## config.mk

```make
export PLATFORM = sky130hd
export DESIGN_NAME = sram_port_arbiter
export DESIGN_NICKNAME = d
export VERILOG_FILES = /design/src/rtl/sram_port_arbiter_pkg.sv /design/src/rtl/sram_port_arbiter.sv
export SDC_FILE = /design/constraint.sdc
export NUM_CORES = 1
export LEC_CHECK = 0
export ABC_CLOCK_PERIOD_IN_PS = 4100
export BUFFER_PORTS_ARGS = -buffer_cell sky130_fd_sc_hd__buf_2
export CORE_AREA = 4 4 103 105
export CTS_BUF_LIST = sky130_fd_sc_hd__clkbuf_8 sky130_fd_sc_hd__clkbuf_16
export CTS_CLUSTER_DIAMETER = 150
export DETAILED_ROUTE_END_ITERATION = 16
export DIE_AREA = 0 0 107 109
export GPL_TIMING_DRIVEN = 0
export PLACE_DENSITY = 0.57
export SLEW_MARGIN = 0
export SYNTH_ARGS = -nofsm -noshare
export SYNTH_HDL_FRONTEND = slang
export SYNTH_SLANG_ARGS = --single-unit
```

## constraint.sdc

```tcl
create_clock -name clk -period 4.1 [get_ports clk]
set_clock_uncertainty 0.1 [all_clocks]
set_input_delay 0.615 -clock clk [delete_from_list [all_inputs] [get_ports clk]]
set_output_delay 0.615 -clock clk [all_outputs]
set_load 0.03 [all_outputs]
```

## src/rtl/sram_port_arbiter_pkg.sv

```systemverilog
// Shared types and widths for the fetch/EXE SRAM port arbiter.
// Owner encoding and request bus widths used across the memory slice.
package sram_port_arbiter_pkg;

    typedef enum logic {
        OWNER_INST = 1'b0,
        OWNER_DATA = 1'b1
    } owner_e;

    localparam int SRAM_AW = 32;
    localparam int SRAM_DW = 32;

    // Packed request bus widths: {req, addr} and {req, we, addr, wdata}.
    localparam int INST_REQ_BUS_WIDTH = 1 + SRAM_AW;
    localparam int DATA_REQ_BUS_WIDTH = 1 + 4 + SRAM_AW + SRAM_DW;

    function automatic int streak_width(input int limit);
        return $clog2(limit + 1);
    endfunction

endpackage

```

## src/rtl/sram_port_arbiter.sv

```systemverilog
// Single-port SRAM arbiter between fetch and EXE requesters.
// Data has priority; a streak counter forces an inst grant when starved.
module sram_port_arbiter
    import sram_port_arbiter_pkg::*;
#(
    parameter int STARVE_LIMIT = 4
) (
    input  logic               clk,
    input  logic               reset,
    input  logic               inst_req,
    input  logic [SRAM_AW-1:0] inst_addr,
    output logic               inst_addr_ok,
    output logic               inst_data_ok,
    output logic [SRAM_DW-1:0] inst_rdata,
    input  logic               inst_discard,
    input  logic               data_req,
    input  logic [3:0]         data_we,
    input  logic [SRAM_AW-1:0] data_addr,
    input  logic [SRAM_DW-1:0] data_wdata,
    output logic               data_addr_ok,
    output logic               data_data_ok,
    output logic [SRAM_DW-1:0] data_rdata,
    output logic               sram_en,
    output logic [3:0]         sram_we,
    output logic [SRAM_AW-1:0] sram_addr,
    output logic [SRAM_DW-1:0] sram_wdata,
    input  logic [SRAM_DW-1:0] sram_rdata
);

    localparam int SW = streak_width(STARVE_LIMIT);
    localparam logic [SW-1:0] LIMIT = SW'(STARVE_LIMIT);

    logic [SW-1:0] streak_cnt;
    logic          starved;
    logic          grant_inst;
    logic          grant_data;
    logic          resp_valid;
    owner_e        resp_owner;
    logic          resp_drop;

    assign starved    = (streak_cnt == LIMIT);
    assign grant_inst = !reset && inst_req && (!data_req || starved);
    assign grant_data = !reset && data_req && !grant_inst;

    assign inst_addr_ok = grant_inst;
    assign data_addr_ok = grant_data;

    // Steer the granted requester onto the SRAM port.
    always_comb begin
        sram_en    = 1'b0;
        sram_we    = '0;
        sram_addr  = '0;
        sram_wdata = '0;
        unique case (1'b1)
            grant_inst: begin
                sram_en   = 1'b1;
                sram_addr = inst_addr;
            end
            grant_data: begin
                sram_en    = 1'b1;
                sram_we    = data_we;
                sram_addr  = data_addr;
                sram_wdata = data_wdata;
            end
            default: ;
        endcase
    end

    // Count data grants taken while fetch is waiting.
    always_ff @(posedge clk) begin
        if (reset) begin
            streak_cnt <= '0;
        end else if (grant_inst) begin
            streak_cnt <= '0;
        end else if (grant_data) begin
            if (!inst_req)
                streak_cnt <= '0;
            else if (!starved)
                streak_cnt <= streak_cnt + 1'b1;
        end
    end

    // Remember who owns the SRAM read data arriving next cycle.
    always_ff @(posedge clk) begin
        if (reset) begin
            resp_valid <= 1'b0;
            resp_owner <= OWNER_INST;
            resp_drop  <= 1'b0;
        end else begin
            resp_valid <= grant_inst || grant_data;
            resp_owner <= grant_data ? OWNER_DATA : OWNER_INST;
            resp_drop  <= grant_inst && inst_discard;
        end
    end

    assign inst_data_ok = !reset && resp_valid &&
                          (resp_owner == OWNER_INST) &&
                          !resp_drop && !inst_discard;
    assign data_data_ok = !reset && resp_valid &&
                          (resp_owner == OWNER_DATA);

    assign inst_rdata = reset ? '0 : sram_rdata;
    assign data_rdata = reset ? '0 : sram_rdata;

endmodule

```

* Yosys cells after proc, flatten, opt, wreduce, memory -nomap -nowiden
Cells that the tools add are included.
** Word-level totals
- Flip-flop bits (word level) :: 6
- Bits of input ports :: 137
- Output and inout bits :: 137
- Logic and storage cells :: 36
** Cells by class
- Add/subtract/negate cells :: 1
- Eq/ne operators :: 2
- Muxes and demuxes :: 8
- Bitwise operators :: 1
- Reduce and logical (&&, ||, !) cells :: 20
** Operator list (count)
- $mux W32 :: 2
- $pmux W32 S2 :: 1
- $logic_and A1 B1 Y1 :: 10
- $mux W3 :: 2
- $logic_not A1 Y1 :: 5
- $mux W4 :: 1
- $reduce_or A2 Y1 :: 2
- $add A3 B1 Y3 const B :: 1
- $eq A3 B3 Y1 const B :: 1
- $logic_or A1 B1 Y1 :: 2
- $mux W1 :: 2
- $ne A2 B2 Y1 const B :: 1
- $reduce_and A2 Y1 :: 1
- $not A1 Y1 :: 1

* Longest topological paths before layout
Gate-level depths: netlist (run 1).
- Word-level depth :: 7
- Mapped depth :: 6
- Mapped depth without buffers :: 5

* Worst setup path before layout (run 1)
No wires, ideal clock.
- Kind :: in2out
- Start :: input reset
- End :: output inst_data_ok
- Arrival time :: 1.863 ns
- Required time :: 3.385 ns
- Path slack :: 1.522 ns
- Stages :: 3
- Path buffers :: 1
- Cells stage by stage :: clkbuf_1 nand2b_1 nor4_1
** Between the ends
- Longest elaborated chain between the ends :: 5
** Ends and longest elaborated chain
- start, declared :: line sram_port_arbiter.sv:9 : input logic reset,
- $logic_not A1 Y1 :: line sram_port_arbiter.sv:96 : assign inst_data_ok = !reset && resp_valid &&
- $logic_and A1 B1 Y1 (2 in a row) :: line sram_port_arbiter.sv:96
- $logic_and A1 B1 Y1 :: line sram_port_arbiter.sv:97 : (resp_owner == OWNER_INST) &&
- $logic_and A1 B1 Y1 :: line sram_port_arbiter.sv:98 : !resp_drop && !inst_discard;
- end, declared :: line sram_port_arbiter.sv:13 : output logic inst_data_ok,
No other way between the ends.

* Final worst setup path (run 1)
- Start :: register streak_cnt[0]
- End :: output sram_wdata[13]
** Between the ends
- Longest elaborated chain between the ends :: 6
** Ends and longest elaborated chain
- start, declared :: line sram_port_arbiter.sv:33 : logic [SW-1:0] streak_cnt;
- start signal, assigned :: line sram_port_arbiter.sv:79 : streak_cnt <= streak_cnt + 1'b1;
- $eq A3 B3 Y1 :: line sram_port_arbiter.sv:41 : assign starved = (streak_cnt == LIMIT);
- $logic_or A1 B1 Y1 :: line sram_port_arbiter.sv:42 : assign grant_inst = !reset && inst_req && (!data_req || starved);
- $logic_and A1 B1 Y1 :: line sram_port_arbiter.sv:42
- $logic_not A1 Y1 :: line sram_port_arbiter.sv:43 : assign grant_data = !reset && data_req && !grant_inst;
- $logic_and A1 B1 Y1 :: line sram_port_arbiter.sv:43
- $mux W32 :: line sram_port_arbiter.sv:54 : unique case (1'b1)
- end, declared :: line sram_port_arbiter.sv:26 : output logic [SRAM_DW-1:0] sram_wdata,
No other way between the ends.

==> out/qor.yml, run 1 <==
status: "finished, final reports clean"
fin_tns_setup_ps: 0
clock_sinks: 6
num_antenna_cells: 0
dieArea_mm2: 0.0117
worst_slack_ps: 1280
critical_path_arrival_ps: 2110
maxSlewHeadroom_pct: 70.7
overflow: 0
dr.pass1.iters: 4
syn_avg_cell_area_um2: 7.37
syn_to_final_growth_pct: 118
peakVddDrop_v: 0.0000947
numCtsBuffers: 3
grt.total_usage_pct: 12.8
busiest_layer: "met2"
synthesis.area_mm2: 0.00133
cts_resized: 0
place_ws_ps: 1330
hp-start: "streak_cnt[0]"
grtUsageMet1_pct: 14.4
min_to: "streak_cnt[0]"
rsz0062_at_grt: "no"
clk_pin_slew_worst_paths_ps: 40
cts_tree: "done"
fin_crit_ps: 2820
finalNonFillerCells: 589
holdCritPathClass: "flip-flop to flip-flop"
rr_startpoint: "streak_cnt[0]"
setup_viol: 0
rows: 36
ys_seq_area_share_pct: 9.01
fmax_ghz: 0.355
ys_ff_latch: 6
syn-instance-count: 181
clk_path_buf_depth: 2
postLayoutCoreUtil_pct: 30.1
antenna_found_initial: 0
drt-initial-drc-count: 117
vias: 2347
post-cts-setup-buffers: 0
grt_max_degree: 11
period_share_pct: 68.8
leakage_uw: 0.00184
die_x_um: 107
h-tree-depth: 1
synth_warnings: 0
whs_path_depth: 2
ioPinCount: 274
ff2ff_path_depth: 6
syn-num-nets: 320
dp.cells: 586
postCtsHoldBufs: 0
reg2reg_to: "resp_drop"
routed_wl_mm: 8.64
grt_use_met3_pct: 3.20
crit_start: "streak_cnt[0]"
post_drt_wl_per_cell_um: 14.7
fin_nets: 597
synth_cell_types: 24
fillers: 1100
reg2reg_slack_ps: 2270
antenna_left: 0
globalRouteMet2Util_pct: 24.9
core_area_mm2: 0.00964
crit_required_ps: 3380
worstSetupPathType: "flip-flop to output port"
maxCapViolCount: 0
drt-vias-per-instance: 3.98
grt_pass1_vias: 2227
drive_gt1_share_pct: 70.2
die_h_um: 109
cp-end-kind: "output port"
tightest_slew_ps: 439
crit_fanout: 10
place_hpwl_mm: 7.86
p_per_area_mw_per_mm2: 182
gp_congestion: 0.761
cts-root-buf: "clkbuf_8"
grt_pass1_wl_mm: 11.9
slew_viol_final: 0
io_buffers: 272
hold_viol_final: 0
start_util_pct: 13.8
drc: 0
worst_skew_pair.late_latency_ps: 220
crit_path_start_kind: "flip-flop"
## state kept, by name, indices dropped and copies added (netlist names)
name and flops:
resp_valid 1, resp_drop 1, streak_cnt 3, resp_owner 1
## power by group
| group | internal (uW) | switching, uW | leakage [uW] |
|---|---|---|---|
| Sequential | 60.8 | 1.01 | 0.0000492 |
| Clock | 63.0 | 24.8 | 0.0000216 |
| Combinational | 145 | 232 | 0.00177 |
| Total | 269 | 258 | 0.00184 |
## metrics by stage
step / total power [uW] / hold WS (ps) / area [um2]
after floorplan: 297 / 349 / 1330
after global placement: 440 / 361 / 2860
after detailed placement: 442 / 373 / 2860
after CTS: 534 / 379 / 2900
after global routing: 560 / 397 / 2900
final: 527 / 374 / 2900
## cell families (layout without fill, tap and decap cells)
group,Yosys count,in the layout,synth area share (%)
buf+inv,51,326,25.2
compound gates,39,39,25.8
fa+ha+maj,2,2,1.88
flops,6,6,9.01
simple gates,83,83,38.1
## worst max-delay path, stage by stage, from the launching register on
cell and delay [ps]:
dfxtp_1 350, inv_1 70, ha_1 260, a311oi_4 490
buf_6 210, buf_6 130, and2_1 170, buf_2 210
## layout by cell type, fill, tap and decap left out, types with 2 or more instances in the layout
master / count
clkbuf_8: 3
a22o_1: 32
nand2_1: 3
nor2b_1: 32
dfxtp_1: 6
nor2_1: 4
buf_6: 2
nand2b_1: 2
clkbuf_1: 5
inv_1: 3
buf_2: 279
and2_1: 37
nand4_1: 2
ha_1: 2
buf_4: 32
a21oi_1: 3
## cells in the mapped netlist
master,count,area (um2)
inv_2,1,3.75
o21ai_0,1,5.00
clkbuf_2,1,5.00
nand4b_1,1,8.76
clkbuf_1,5,18.8
nand2b_1,2,12.5
buf_4,32,240
nor4bb_1,1,10.0
buf_6,2,22.5
a311oi_4,1,26.3
nand2_1,3,11.3
and2_1,37,231
a22o_1,32,280
a21oi_2,1,8.76
nor2b_1,32,200
ha_1,2,25.0
a21oi_1,3,15.0
nor2_1,4,15.0
nand4_1,2,12.5
inv_1,3,11.3
dfxtp_1,6,120
buf_2,7,35.0
a311oi_1,1,8.76
nor4_1,1,6.26
## how the worst max path moves through the flow
| stage | end | slack (ps) | depth (start not counted) |
|---|---|---|---|
| after global routing | sram_addr[3] | 1050 | 7 |
| final | sram_wdata[13] | 1280 | 7 |
| after global placement | sram_wdata[13] | 1320 | 7 |
| after detailed placement | sram_wdata[13] | 1330 | 7 |
| after CTS | sram_addr[3] | 1180 | 7 |
| after floorplan | inst_data_ok | 1520 | 3 |
## area by class of cell
cell class | instances | area [um2] | area share, %
buffer | 47 | 322 | 11.1
clock buffer | 3 | 41.3 | 1.42
inverter | 4 | 15.0 | 0.517
multi-input combinational | 124 | 877 | 30.2
sequential | 6 | 120 | 4.14
tap | 133 | 166 | 5.73
timing repair buffer | 272 | 1360 | 46.9
## per-layer routing
layer	routed length, um	vias up
li1	-	1134
met1	3050	1073
met2	4730	128
met3	759	12
met4	105	0
met5	0	-
(Power assumes the default switching activity.)
==> run 2: changes to the inputs <==
ABC_AREA = 1   (was default)
ABC_CLOCK_PERIOD_IN_PS = 2600   (was 4100)
PLACE_DENSITY = 0.6   (was 0.57)
clock period = 2.6 ns   (was 4.1 ns; I/O delays follow)
==> run 2 against run 1 <==
Net effect: sequential power grew 59%; hold slack got worse by 74 ps; first-iteration DRC count grew 2.6%; flip-flop and latch count did not move; final area is 8.2% higher; sequential share of layout area shrank 0.31 points; critical path depth is 3 higher; register-to-register slack got worse by 1100 ps; clock power grew 58%; utilization up 2.5 points; final cell count increased by 24%; total power up 60%; largest cell class unchanged; largest power group unchanged.
==> out/qor.yml, run 2 <==
status: "finished, final reports clean"
cts_tree: "done"
rsz0062_at_grt: "no"
synth_warnings: 0  # unchanged
fin_nets: 741  # +24%
critPathBufInv: 4  # unchanged
leakage_uw: 0.00239  # +30%
dieArea_mm2: 0.0117  # unchanged
drive_gt1_share_pct: 56.0  # -14 points
syn-num-nets: 464  # +45%
postLayoutCoreUtil_pct: 32.6  # +2.5 points
postCtsHoldBufs: 0  # unchanged
fillers: 1130  # +2.7%
post-cts-setup-buffers: 0  # unchanged
place_hpwl_mm: 6.27  # -20%
synth-edff-count: 0  # unchanged
tightest_slew_ps: 411  # -27.9 ps
drc: 0  # unchanged
regMostFlops: "streak_cnt"
drt-vias-per-instance: 3.53  # -11%
crit_fanout: 10  # unchanged
ys_top_cells_by_area: "nand2_1 26%, buf_4 18%, inv_1 18%, nor2_1 15%, dfxtp_1 7.6%"
yosys-top-cells-count: "107 x nand2_1, 75 x inv_1, 63 x nor2_1"
fin_crit_ps: 2240
slew_viol_final: 0  # unchanged
layout_commonest_cell: "buf_2"
syn_avg_cell_area_um2: 4.84  # -34%
synthArstFlopShare_pct: 0  # unchanged
path_common_cell: "nand2_1"
peakVddDrop_v: 0.000150  # +59%
crit_family: "buffers and inverters"
dp.cells: 730  # +25%
syn_to_final_growth_pct: 99.8
fin_tns_setup_ps: 0  # unchanged
clock_sinks: 6  # unchanged
cp-end-kind: "output port"
grt_max_degree: 11  # unchanged
ioPinCount: 274  # unchanged
max_stage_delay_ps: 340  # -150 ps
fmax_ghz: 0.446
antenna_found_initial: 0  # unchanged
ys_seq_area_share_pct: 7.64  # -1.4 points
synth_cell_types: 20  # -17%
start_util_pct: 16.3  # +2.5 points
worst_skew_pair.late_latency_ps: 220  # about the same
grt_pass1_wl_mm: 10.2  # -14%
post_drt_wl_per_cell_um: 9.62  # -34%
p_per_area_mw_per_mm2: 269  # +48%
cts-root-buf: "clkbuf_8"
maxCapViolCount: 0  # unchanged
io_buffers: 272  # unchanged
crit_path_start_kind: "flip-flop"
crit_required_ps: 2110  # -1270 ps
holdCritPathClass: "primary input to flip-flop"
critical_path_arrival_ps: 1750  # -360 ps
syn-instance-count: 325  # +80%
die_x_um: 107  # unchanged
synthesis.area_mm2: 0.00157  # +18%
die_h_um: 109  # unchanged
largest_reg_flops: 3  # unchanged
num_antenna_cells: 0  # unchanged
yosysTopAreaCell: "nand2_1"
slowest_stage: "dfxtp_1"
numCtsBuffers: 3  # unchanged
grt.total_usage_pct: 10.4  # -2.5 points
post-synth-top-area-fraction_pct: 25.5  # +4.5 points
maxSlewHeadroom_pct: 72.6  # +1.9 points
multi_input_area_um2: 815  # -7.1%
antenna_left: 0  # unchanged
routed_wl_mm: 7.06  # -18%
layout_common_cells: "274 x buf_2, 107 x nand2_1, 75 x inv_1"
synth-main-ff-cell: "dfxtp_1"
seq_area_um2: 120  # unchanged
yosysMostFrequentCell: "nand2_1"
vias: 2591  # +10%
gp_congestion: 0.781  # +2.7%
clk_pin_slew_worst_paths_ps: 30  # about the same
period_share_pct: 86.2
worstSetupPathType: "flip-flop to output port"
cts_resized: 0  # unchanged
grt_pass1_vias: 2294  # +3.0%
core_area_mm2: 0.00964  # unchanged
drt-initial-drc-count: 120  # +2.6%
crit_chain: "inv_1, ha_1, nand2_1, nand2_1, nand2_2, clkinv_2, buf_4, nand2_1, nand2_1, buf_2"
ys_ff_latch: 6  # unchanged
rows: 36  # unchanged
hold_viol_final: 0  # unchanged
finalNonFillerCells: 733  # +24%
dr.pass1.iters: 4  # unchanged
setup_viol: 0  # unchanged
clk_path_buf_depth: 2  # unchanged
h-tree-depth: 1  # unchanged
overflow: 0  # unchanged
==> run 2: changes by cell type after synthesis, moves of 6 or more <==
cell	delta
nor2_1	+59
nor2b_1	-32
a22o_1	-32
nor2_2	+10
and2_1	-37
nand2_1	+104
buf_4	+6
inv_1	+72
==> run 2: metal layers <==
metal  track usage [%]  routed length [um]  vias up
li1                  -                   -     1417
met1              11.7                2620     1027
met2              19.0                3560      142
met3              3.26                 821        5
met4              2.37                  52        0
met5                 0                   0        -
==> run 2: worst min-delay path, cell delays in order <==
cell,delay [ps]
buf_2,100
inv_1,40
nor2_1,30
==> run 2: worst paths after layout <==
check	depth (start not counted)	slack [ps]	endpoint	from
worst max register to register	7	1220	resp_owner	streak_cnt[0]
worst min-delay path	3	300	resp_drop	inst_discard
worst max-delay path	10	360	sram_addr[7]	streak_cnt[0]
worst min register to register	2	380	streak_cnt[0]	streak_cnt[0]
==> run 2: layout make-up <==
cell class	instances	area share, %
timing repair buffer	272	43.3
multi-input combinational	194	25.9
buffer	46	10.8
inverter	79	9.48
tap	133	5.30
sequential	6	3.82
clock buffer	3	1.31
==> run 2: kinds of logic after synthesis <==
| group | share of synthesized area, % |
|---|---|
| buffers and inverters | 40.6 |
| and+or+nand+nor | 48.8 |
| DFF | 7.64 |
| AOI/OAI and AO/OA | 1.43 |
| adders and majority gates | 1.59 |
==> run 2: metrics by stage <==
step	instance area, um2	power [uW]	worst slack [ps]	hold slack [ps]
6_report	3140	844	360	300
5_1_grt	3140	908	200	313
4_1_cts	3140	855	313	300
3_5_place_dp	3100	712	557	377
3_3_place_gp	3100	711	557	376
2_1_floorplan	1570	487	553	358
==> run 2: where the power goes <==
part | total [uW] | internal [uW] | leakage, uW | switching [uW]
sequential | 98.2 | 96.5 | 0.0000493 | 1.67
clock | 139 | 99.4 | 0.0000216 | 39.8
combinational | 607 | 221 | 0.00232 | 386
total | 844 | 416 | 0.00239 | 428
